### src/rtl/pipeline_pkg.sv
// Shared MEM-stage definitions: controller state encoding and default widths.
package pipeline_pkg;

    localparam int DEF_DATA_W  = 32;
    localparam int DEF_RADDR_W = 5;

    typedef enum logic {
        ST_IDLE = 1'b0,
        ST_WAIT = 1'b1
    } mem_state_t;

endpackage

### src/rtl/mem_stage_dmem_ctrl_if.sv
// Request/acknowledge data-memory bus between the MEM-stage controller (master) and dmem (slave).
interface mem_stage_dmem_ctrl_if
    import pipeline_pkg::*;
#(
    parameter int DATA_W = DEF_DATA_W
);
    logic              req;
    logic              we;
    logic [DATA_W-1:0] addr;
    logic [DATA_W-1:0] wdata;
    logic [DATA_W-1:0] rdata;
    logic              ack;

    modport master (output req, we, addr, wdata, input rdata, ack);
    modport slave  (input req, we, addr, wdata, output rdata, ack);
endinterface

### src/rtl/dmem_watchdog.sv
// WAIT-state cycle counter for the dmem access; expire marks the last permitted wait cycle.
// Only compiled when DMEM_TIMEOUT_EN is defined.
`ifdef DMEM_TIMEOUT_EN
module dmem_watchdog #(
    parameter int TIMEOUT = 16
) (
    input  logic clk,
    input  logic rst_n,
    input  logic clear,
    input  logic enable,
    output logic expire
);
    localparam int CNT_W = (TIMEOUT > 2) ? $clog2(TIMEOUT) : 1;

    logic [CNT_W-1:0] cnt;

    always_ff @(posedge clk or negedge rst_n) begin
        if (!rst_n) begin
            cnt <= '0;
        end else if (clear) begin
            cnt <= '0;
        end else if (enable) begin
            cnt <= cnt + CNT_W'(1);
        end
    end

    assign expire = enable && (cnt == CNT_W'(TIMEOUT - 1));
endmodule
`endif

### src/rtl/mem_stage_dmem_ctrl.sv
// MEM-stage controller: issues loads/stores on a req/ack dmem bus, stalls upstream, drives MEM/WB.
// Optional DMEM_TIMEOUT_EN adds a WAIT watchdog that aborts the access and sets sticky dmem_err.
module mem_stage_dmem_ctrl
    import pipeline_pkg::*;
#(
    parameter int DATA_W  = DEF_DATA_W,
    parameter int RADDR_W = DEF_RADDR_W,
    parameter int TIMEOUT = 16
) (
    input  logic                   clk,
    input  logic                   rst_n,
    input  logic [DATA_W-1:0]      alu_result,
    input  logic [DATA_W-1:0]      rt_data,
    input  logic [RADDR_W-1:0]     rd_addr,
    input  logic                   mem_w,
    input  logic                   mem_r,
    input  logic                   mem2reg,
    input  logic                   reg_write,
    output logic                   stall,
    mem_stage_dmem_ctrl_if.master  dmem,
    output logic [DATA_W-1:0]      wb_data,
    output logic [RADDR_W-1:0]     wb_rd_addr,
    output logic                   wb_reg_write,
    output logic                   wb_valid,
    output logic                   dmem_err
);
    mem_state_t state, state_nxt;

    logic               access;
    logic               timeout_hit;
    logic               capture, retire_alu, retire_mem, abort;
    logic [RADDR_W-1:0] cap_rd_addr;
    logic               cap_mem2reg;
    logic               cap_reg_write;

    assign access = mem_r | mem_w;

`ifdef DMEM_TIMEOUT_EN
    dmem_watchdog #(.TIMEOUT(TIMEOUT)) u_watchdog (
        .clk    (clk),
        .rst_n  (rst_n),
        .clear  (state == ST_IDLE),
        .enable (state == ST_WAIT),
        .expire (timeout_hit)
    );

    always_ff @(posedge clk or negedge rst_n) begin
        if (!rst_n) begin
            dmem_err <= 1'b0;
        end else if (abort) begin
            dmem_err <= 1'b1;
        end
    end
`else
    assign timeout_hit = 1'b0;
    assign dmem_err    = 1'b0;
`endif

    always_ff @(posedge clk or negedge rst_n) begin
        if (!rst_n) begin
            state <= ST_IDLE;
        end else begin
            state <= state_nxt;
        end
    end

    always_comb begin
        state_nxt = state;
        case (state)
            ST_IDLE: if (access) state_nxt = ST_WAIT;
            ST_WAIT: if (dmem.ack || timeout_hit) state_nxt = ST_IDLE;
            default: state_nxt = ST_IDLE;
        endcase
    end

    // An acknowledge on the timeout cycle takes priority over the abort.
    always_comb begin
        capture    = 1'b0;
        retire_alu = 1'b0;
        retire_mem = 1'b0;
        abort      = 1'b0;
        stall      = 1'b0;
        case (state)
            ST_IDLE: begin
                if (access) begin
                    capture = 1'b1;
                    stall   = 1'b1;
                end else begin
                    retire_alu = 1'b1;
                end
            end
            ST_WAIT: begin
                if (dmem.ack)        retire_mem = 1'b1;
                else if (timeout_hit) abort     = 1'b1;
                else                  stall     = 1'b1;
            end
            default: ;
        endcase
    end

    always_ff @(posedge clk or negedge rst_n) begin
        if (!rst_n) begin
            dmem.req      <= 1'b0;
            dmem.we       <= 1'b0;
            dmem.addr     <= '0;
            dmem.wdata    <= '0;
            cap_rd_addr   <= '0;
            cap_mem2reg   <= 1'b0;
            cap_reg_write <= 1'b0;
        end else if (capture) begin
            dmem.req      <= 1'b1;
            dmem.we       <= mem_w;
            dmem.addr     <= alu_result;
            dmem.wdata    <= rt_data;
            cap_rd_addr   <= rd_addr;
            cap_mem2reg   <= mem2reg;
            cap_reg_write <= reg_write;
        end else if (retire_mem || abort) begin
            dmem.req      <= 1'b0;
        end
    end

    // Anything that does not retire this cycle becomes a WB bubble.
    always_ff @(posedge clk or negedge rst_n) begin
        if (!rst_n) begin
            wb_data      <= '0;
            wb_rd_addr   <= '0;
            wb_reg_write <= 1'b0;
            wb_valid     <= 1'b0;
        end else begin
            wb_valid     <= retire_alu | retire_mem | abort;
            wb_reg_write <= 1'b0;
            if (retire_alu) begin
                wb_data      <= alu_result;
                wb_rd_addr   <= rd_addr;
                wb_reg_write <= reg_write;
            end else if (retire_mem) begin
                wb_data      <= cap_mem2reg ? dmem.rdata : dmem.addr;
                wb_rd_addr   <= cap_rd_addr;
                wb_reg_write <= cap_reg_write;
            end
        end
    end
endmodule

### src/flat_wrapper.sv
// flat-port wrapper written by rule: the top's interface ports become plain ports
module mem_stage_dmem_ctrl_flat import pipeline_pkg::*;
#(
    parameter int DATA_W  = DEF_DATA_W,
    parameter int RADDR_W = DEF_RADDR_W,
    parameter int TIMEOUT = 16
)
  (clk, rst_n, alu_result, rt_data, rd_addr, mem_w, mem_r, mem2reg, reg_write, stall, wb_data, wb_rd_addr, wb_reg_write, wb_valid, dmem_err, dmem_req, dmem_we, dmem_addr, dmem_wdata, dmem_rdata, dmem_ack);
  mem_stage_dmem_ctrl_if #(.DATA_W(DATA_W)) dmem_i ();
  input  logic clk;
  input  logic rst_n;
  input  logic [DATA_W-1:0] alu_result;
  input  logic [DATA_W-1:0] rt_data;
  input  logic [RADDR_W-1:0] rd_addr;
  input  logic mem_w;
  input  logic mem_r;
  input  logic mem2reg;
  input  logic reg_write;
  output logic stall;
  output logic [DATA_W-1:0] wb_data;
  output logic [RADDR_W-1:0] wb_rd_addr;
  output logic wb_reg_write;
  output logic wb_valid;
  output logic dmem_err;
  output wire logic [$bits(dmem_i.req)-1:0] dmem_req;
  output wire logic [$bits(dmem_i.we)-1:0] dmem_we;
  output wire logic [$bits(dmem_i.addr)-1:0] dmem_addr;
  output wire logic [$bits(dmem_i.wdata)-1:0] dmem_wdata;
  input wire logic [$bits(dmem_i.rdata)-1:0] dmem_rdata;
  input wire logic [$bits(dmem_i.ack)-1:0] dmem_ack;
  assign dmem_req = dmem_i.req;
  assign dmem_we = dmem_i.we;
  assign dmem_addr = dmem_i.addr;
  assign dmem_wdata = dmem_i.wdata;
  assign dmem_i.rdata = dmem_rdata;
  assign dmem_i.ack = dmem_ack;
  mem_stage_dmem_ctrl #(.DATA_W(DATA_W), .RADDR_W(RADDR_W), .TIMEOUT(TIMEOUT)) u_core (.clk(clk), .rst_n(rst_n), .alu_result(alu_result), .rt_data(rt_data), .rd_addr(rd_addr), .mem_w(mem_w), .mem_r(mem_r), .mem2reg(mem2reg), .reg_write(reg_write), .stall(stall), .dmem(dmem_i), .wb_data(wb_data), .wb_rd_addr(wb_rd_addr), .wb_reg_write(wb_reg_write), .wb_valid(wb_valid), .dmem_err(dmem_err));
endmodule
### config.mk
export PLATFORM = sky130hd
export DESIGN_NAME = mem_stage_dmem_ctrl_flat
export DESIGN_NICKNAME = d
export VERILOG_FILES = /design/src/rtl/pipeline_pkg.sv /design/src/rtl/mem_stage_dmem_ctrl_if.sv /design/src/rtl/dmem_watchdog.sv /design/src/rtl/mem_stage_dmem_ctrl.sv /design/src/flat_wrapper.sv
export SDC_FILE = /design/constraint.sdc
export NUM_CORES = 1
export LEC_CHECK = 0
export CAP_MARGIN = 20
export CORE_ASPECT_RATIO = 1.75
export CORE_MARGIN = 8
export CORE_UTILIZATION = 42
export CTS_CLUSTER_DIAMETER = 200
export DETAILED_ROUTE_END_ITERATION = 8
export PLACE_DENSITY = 0.8
export RECOVER_POWER = 100
export SLEW_MARGIN = 5
export SYNTH_ARGS = -nofsm -noshare
export SYNTH_HDL_FRONTEND = slang
export SYNTH_SLANG_ARGS = --single-unit
### constraint.sdc
create_clock -name clk -period 1.7 [get_ports clk]
set_clock_uncertainty 0.1 [all_clocks]
set_input_delay 0.34 -clock clk [delete_from_list [all_inputs] [get_ports clk]]
set_output_delay 0.34 -clock clk [all_outputs]
set_load 0.03 [all_outputs]
### After elaboration in Yosys (flattened, before gate mapping)

Cells that the tools add are included.

* input bits: 108
* register bits after elaboration: 113
* output and inout port bits: 107
* word-level logic and storage cells: 34

* mux-type cells: 17
* bitwise operators: 3
* reductions and logical operators: 2

Operators with widths (count)
* $mux W32: 3
* $mux W1: 11
* $mux W5: 2
* $reduce_bool A2 Y1: 2
* $or A1 B1 Y1: 2
* $pmux W1 S2: 1
* $not A1 Y1: 1

### Logic depth before layout (Yosys ltp)

* depth after elaboration: 4
* gate-level depth with buffers: 6
* gate-level depth less buffers: 4

### Worst setup path after synthesis

Ideal clock, no wire load.

* path kind: flip-flop to flip-flop
* start point: reg u_core.state
* end point: reg u_core.wb_data[0]
* setup time: 0.123 ns
* cell stages (with the launch flop): 7
* buffers on the path: 2
* period minus slack after synthesis: 1.614 ns
* required time: 1.477 ns
* setup slack: 0.086 ns
* data arrival time: 1.391 ns
* cell sequence: dfrtp_1 -> and2_1 -> buf_2 -> nor2_4 -> clkinv_4 -> buf_6 -> o221a_1

* word-level cells in the longest chain between the ends: 2
* elaborated cells between the ends (all ways): 4
* those cells by class: mux (3); reduce/logical (1)

Ends and longest elaborated chain
* from (decl): RTL line mem_stage_dmem_ctrl.sv:27 `mem_state_t state, state_nxt;`
* from (signal assigned): RTL line mem_stage_dmem_ctrl.sv:63 `state <= state_nxt;`
* $mux W1: RTL line mem_stage_dmem_ctrl.sv:83 `case (state)`
* $mux W32 or $reduce_bool A2 Y1 (tied branches)
* to (signal assigned): RTL line mem_stage_dmem_ctrl.sv:134 `wb_data <= alu_result;`
* to (signal assigned): RTL line mem_stage_dmem_ctrl.sv:138 `wb_data <= cap_mem2reg ? dmem.rdata : dmem.addr;`
* to (decl): RTL line mem_stage_dmem_ctrl.sv:21 `output logic [DATA_W-1:0] wb_data,`

Parallel ways exist; a longest one is shown, timed or not.
A chain may end at the register's enable or synchronous reset.

### Worst setup path in the final report

* start point: reg u_core.state
* end point: out stall

* word-level cells in the longest chain between the ends: 2

Ends and longest elaborated chain
* $not A1 Y1: RTL line mem_stage_dmem_ctrl.sv:83
* $pmux W1 S2 *: RTL line mem_stage_dmem_ctrl.sv:83
* to (decl): RTL line flat_wrapper.sv:19 `output logic stall;`

Every way passes the cells marked *; elsewhere a longest branch is shown, timed or not.

==> flow_metrics.env <==
export IMPL_final_hold_violation_count=0
export IMPL_tns_ps=-50.74
export IMPL_leakage_uw=0.003304
export IMPL_worst_slew_pin_slew_ps=682.2
export IMPL_ant_nets=0
export IMPL_grt_usage=0.1926
export IMPL_synth_nets=440
export IMPL_yosysWarnings=0
export IMPL_hold_path_cell_count=1
export IMPL_row_count=52
export IMPL_clkTransAtPathRegs_ps=50
export IMPL_ioPinCount=215
export IMPL_fin_crit_ps=1714
export IMPL_rsz0062_at_grt="true"
export IMPL_synth_avg_cell_area_um2=14.53
export IMPL_syn2layout_area_growth_pct=55.18
export IMPL_via_count=3712
export IMPL_fin_crit_sh=1.008
export IMPL_status="finished with violations"
export IMPL_synthDistinctLibCells=22
export IMPL_dr_first_iter_drc_count=87
export IMPL_drt_total_wl_um=14640
export IMPL_stdcell_count=702
export IMPL_netlist_instances=332
export IMPL_die_area_um2=15300
export IMPL_syn_cell_area_um2=4823
export IMPL_critical_path_arrival_ps=1270
export IMPL_r2r_start="u_core.state"
export IMPL_worstSetupPathType="flop to output pin"
export IMPL_worst_path_buf_inv=1
export IMPL_ys_seq_elements=113
export IMPL_drc=0
export IMPL_setup_viol=8
export IMPL_drv_cap=0
export IMPL_required_ps=1260
export IMPL_maxSlewHeadroom=0.5452
export IMPL_cts_made_buffers=17
export IMPL_utilization=0.6574
export IMPL_endpoint_kind="output pin"
export IMPL_whs_endpoint="u_core.dmem.wdata[24]"
export IMPL_cts_root_buf="clkbuf_16"
export IMPL_fmax_mhz=583.5
export IMPL_gp_congestion=0.7705
export IMPL_final_layout_size_suffix_gt1_frac=0.2240
export IMPL_min_from="u_core.dmem.wdata[24]"
export IMPL_core_area_um2=11390
export IMPL_p_total_uw=10570
export IMPL_worst_hold_slack_ps=400.5
export IMPL_final_nets=662
export IMPL_antenna_found_initial=0
export IMPL_drv_slew=0
export IMPL_gr_total_overflow=0
export IMPL_violations="negative setup slack"
export IMPL_htreeDepth=4
export IMPL_reg2reg_depth=4
export IMPL_cts_sinks=113
export IMPL_hpwlAfterDp_um=10890
export IMPL_crit_fanout=3
export IMPL_p_per_area_nw_per_um2=1412
export IMPL_place_inst=666
export IMPL_yosysSeqAreaShare=0.5863
export IMPL_reg2reg_to="u_core.wb_data[10]"
export IMPL_start_util=0.4236
export IMPL_wl_per_cell_um=20.86
export IMPL_clockBufferDepth=2
export IMPL_grt_max_degree=40
export IMPL_hp_class="flop to flop"
export IMPL_grt_pass1_wl_um=23140
export IMPL_die_height_um=157.8
export IMPL_diodes=0
export IMPL_vdd_drop_max_uv=845.3
export IMPL_cp_top_family="flip-flops"
export IMPL_grt_pass1_vias=4223
export IMPL_path_cells="and2_4 > nor2_4 > buf_6"
export IMPL_cts_tree="yes"
export IMPL_finalWorstSetupSlack_ps=-13.78
export IMPL_regToRegSetupSlack_ps=-10
export IMPL_cpPeakStageDelay_ps=430
export IMPL_cp_start_kind="flop"
export IMPL_routed_via_density=5.288
export IMPL_clk_latency_ps=410
export IMPL_cpMaxStageDelayCell="dfrtp_2"
export IMPL_dr_pass1_iters=4
export IMPL_portBuffers=213
export IMPL_die_width_um=97.01
[flip-flops by register name, indices dropped and copies added, names as in the netlist]
name                  flops
u_core.cap_mem2reg        1
u_core.cap_rd_addr        5
u_core.cap_reg_write      1
u_core.dmem.addr         32
u_core.dmem.req           1
u_core.dmem.wdata        32
u_core.dmem.we            1
u_core.state              1
u_core.wb_data           32
u_core.wb_rd_addr         5
u_core.wb_reg_write       1
u_core.wb_valid           1
[where the power goes]
part	internal [uW]	switching, uW
clock	1910	1290
combinational	1490	2140
sequential	3330	402
[stage by stage]
stage	cell area, um2	setup WS (ps)
after floorplan	4823	86.33
after global placement	7076	-257.5
after detailed placement	7076	-313.3
after CTS	7526	-76.36
after global routing	7485	-71.99
final	7485	-13.78
[worst max-delay path by stage]
| stage | startpoint | end | slack [ps] | depth (start not counted) |
|---|---|---|---|---|
| 4_1_cts | u_core.state | stall | -80 | 3 |
| 3_5_place_dp | mem_w | u_core.wb_data[8] | -310 | 5 |
| 3_3_place_gp | dmem_ack | u_core.wb_data[6] | -260 | 5 |
| 5_1_grt | u_core.state | stall | -70 | 3 |
| 2_1_floorplan | u_core.state | u_core.wb_data[0] | 90 | 6 |
| 6_report | u_core.state | stall | -10 | 3 |
[final cells by class]
cell class                 instances  area, um2
timing repair buffer             228       2153
clock inverter                    14      107.6
sequential                       113       2830
tap                              135      168.9
fill                             881       3901
multi-input combinational        192       1775
clock buffer                      18      439.2
inverter                           2      10.01
[repair_timing]
| action | CTS | global route |
|---|---|---|
| hold buffers | 1 | 0 |
| buffers inserted | 2 | 1 |
| gates resized for setup | 111 | 5 |
| pin swaps | 2 | 2 |
| endpoints found under the setup margin | 106 | 38 |
| cloned | 0 | 0 |
| endpoints found under the hold margin | 23 | 0 |
[per-layer routing]
| metal | vias to the layer above | global-route usage | wire (um) | share of wire |
|---|---|---|---|---|
| li1 | 1668 | - | - | - |
| met5 | - | 0 | 0 | 0 |
| met2 | 169 | 0.3381 | 7833 | 0.53 |
| met4 | 0 | 0.08475 | 400 | 0.027 |
| met1 | 1842 | 0.1930 | 5124 | 0.35 |
| met3 | 33 | 0.08432 | 1283 | 0.088 |
[cell usage in the layout (no fill, tap or decap), drive strengths merged]
cell type | synthesis | routed
mux2i | 32 | 32
a21oi | 1 | 1
clkdlybuf4s15 | 0 | 5
mux2 | 72 | 72
inv | 1 | 6
buf | 24 | 14
or3 | 1 | 1
o21bai | 1 | 1
conb | 1 | 1
clkinvlp | 0 | 3
dfrtp | 113 | 113
nor2 | 1 | 1
nand3 | 5 | 5
dlygate4sd2 | 0 | 102
clkdlybuf4s50 | 0 | 104
clkbuf | 1 | 20
a22oi | 5 | 5
clkinv | 1 | 7
dlygate4sd3 | 0 | 1
and2 | 1 | 1
nand2 | 38 | 38
o221a | 32 | 32
nor3 | 1 | 1
a22o | 1 | 1
[cells in the mapped netlist]
cell type	n	area, um2
inv_1	1	3.750
o221a_1	32	360.4
buf_4	2	15.01
and2_1	1	6.260
or3_1	1	6.260
nor2_4	1	11.26
nand3_1	5	25.02
conb_1	1	3.750
dfrtp_1	113	2828
buf_8	3	45.04
o21bai_1	1	7.510
clkbuf_1	1	3.750
nor3_2	1	10.01
mux2_2	72	810.8
mux2i_1	32	320.3
clkinv_4	1	8.760
a22o_1	1	8.760
buf_6	11	123.9
a21oi_1	1	5.000
a22oi_1	5	37.54
nand2_1	38	142.6
buf_2	8	40.04
[cells by family after synthesis]
group / share of synthesized area
and+or+nand+nor: 0.04177
muxes: 0.2345
buffers and inverters: 0.04980
other: 0.0007775
AOI/OAI and AO/OA: 0.08690
DFF: 0.5863
(Power assumes the default switching activity.)
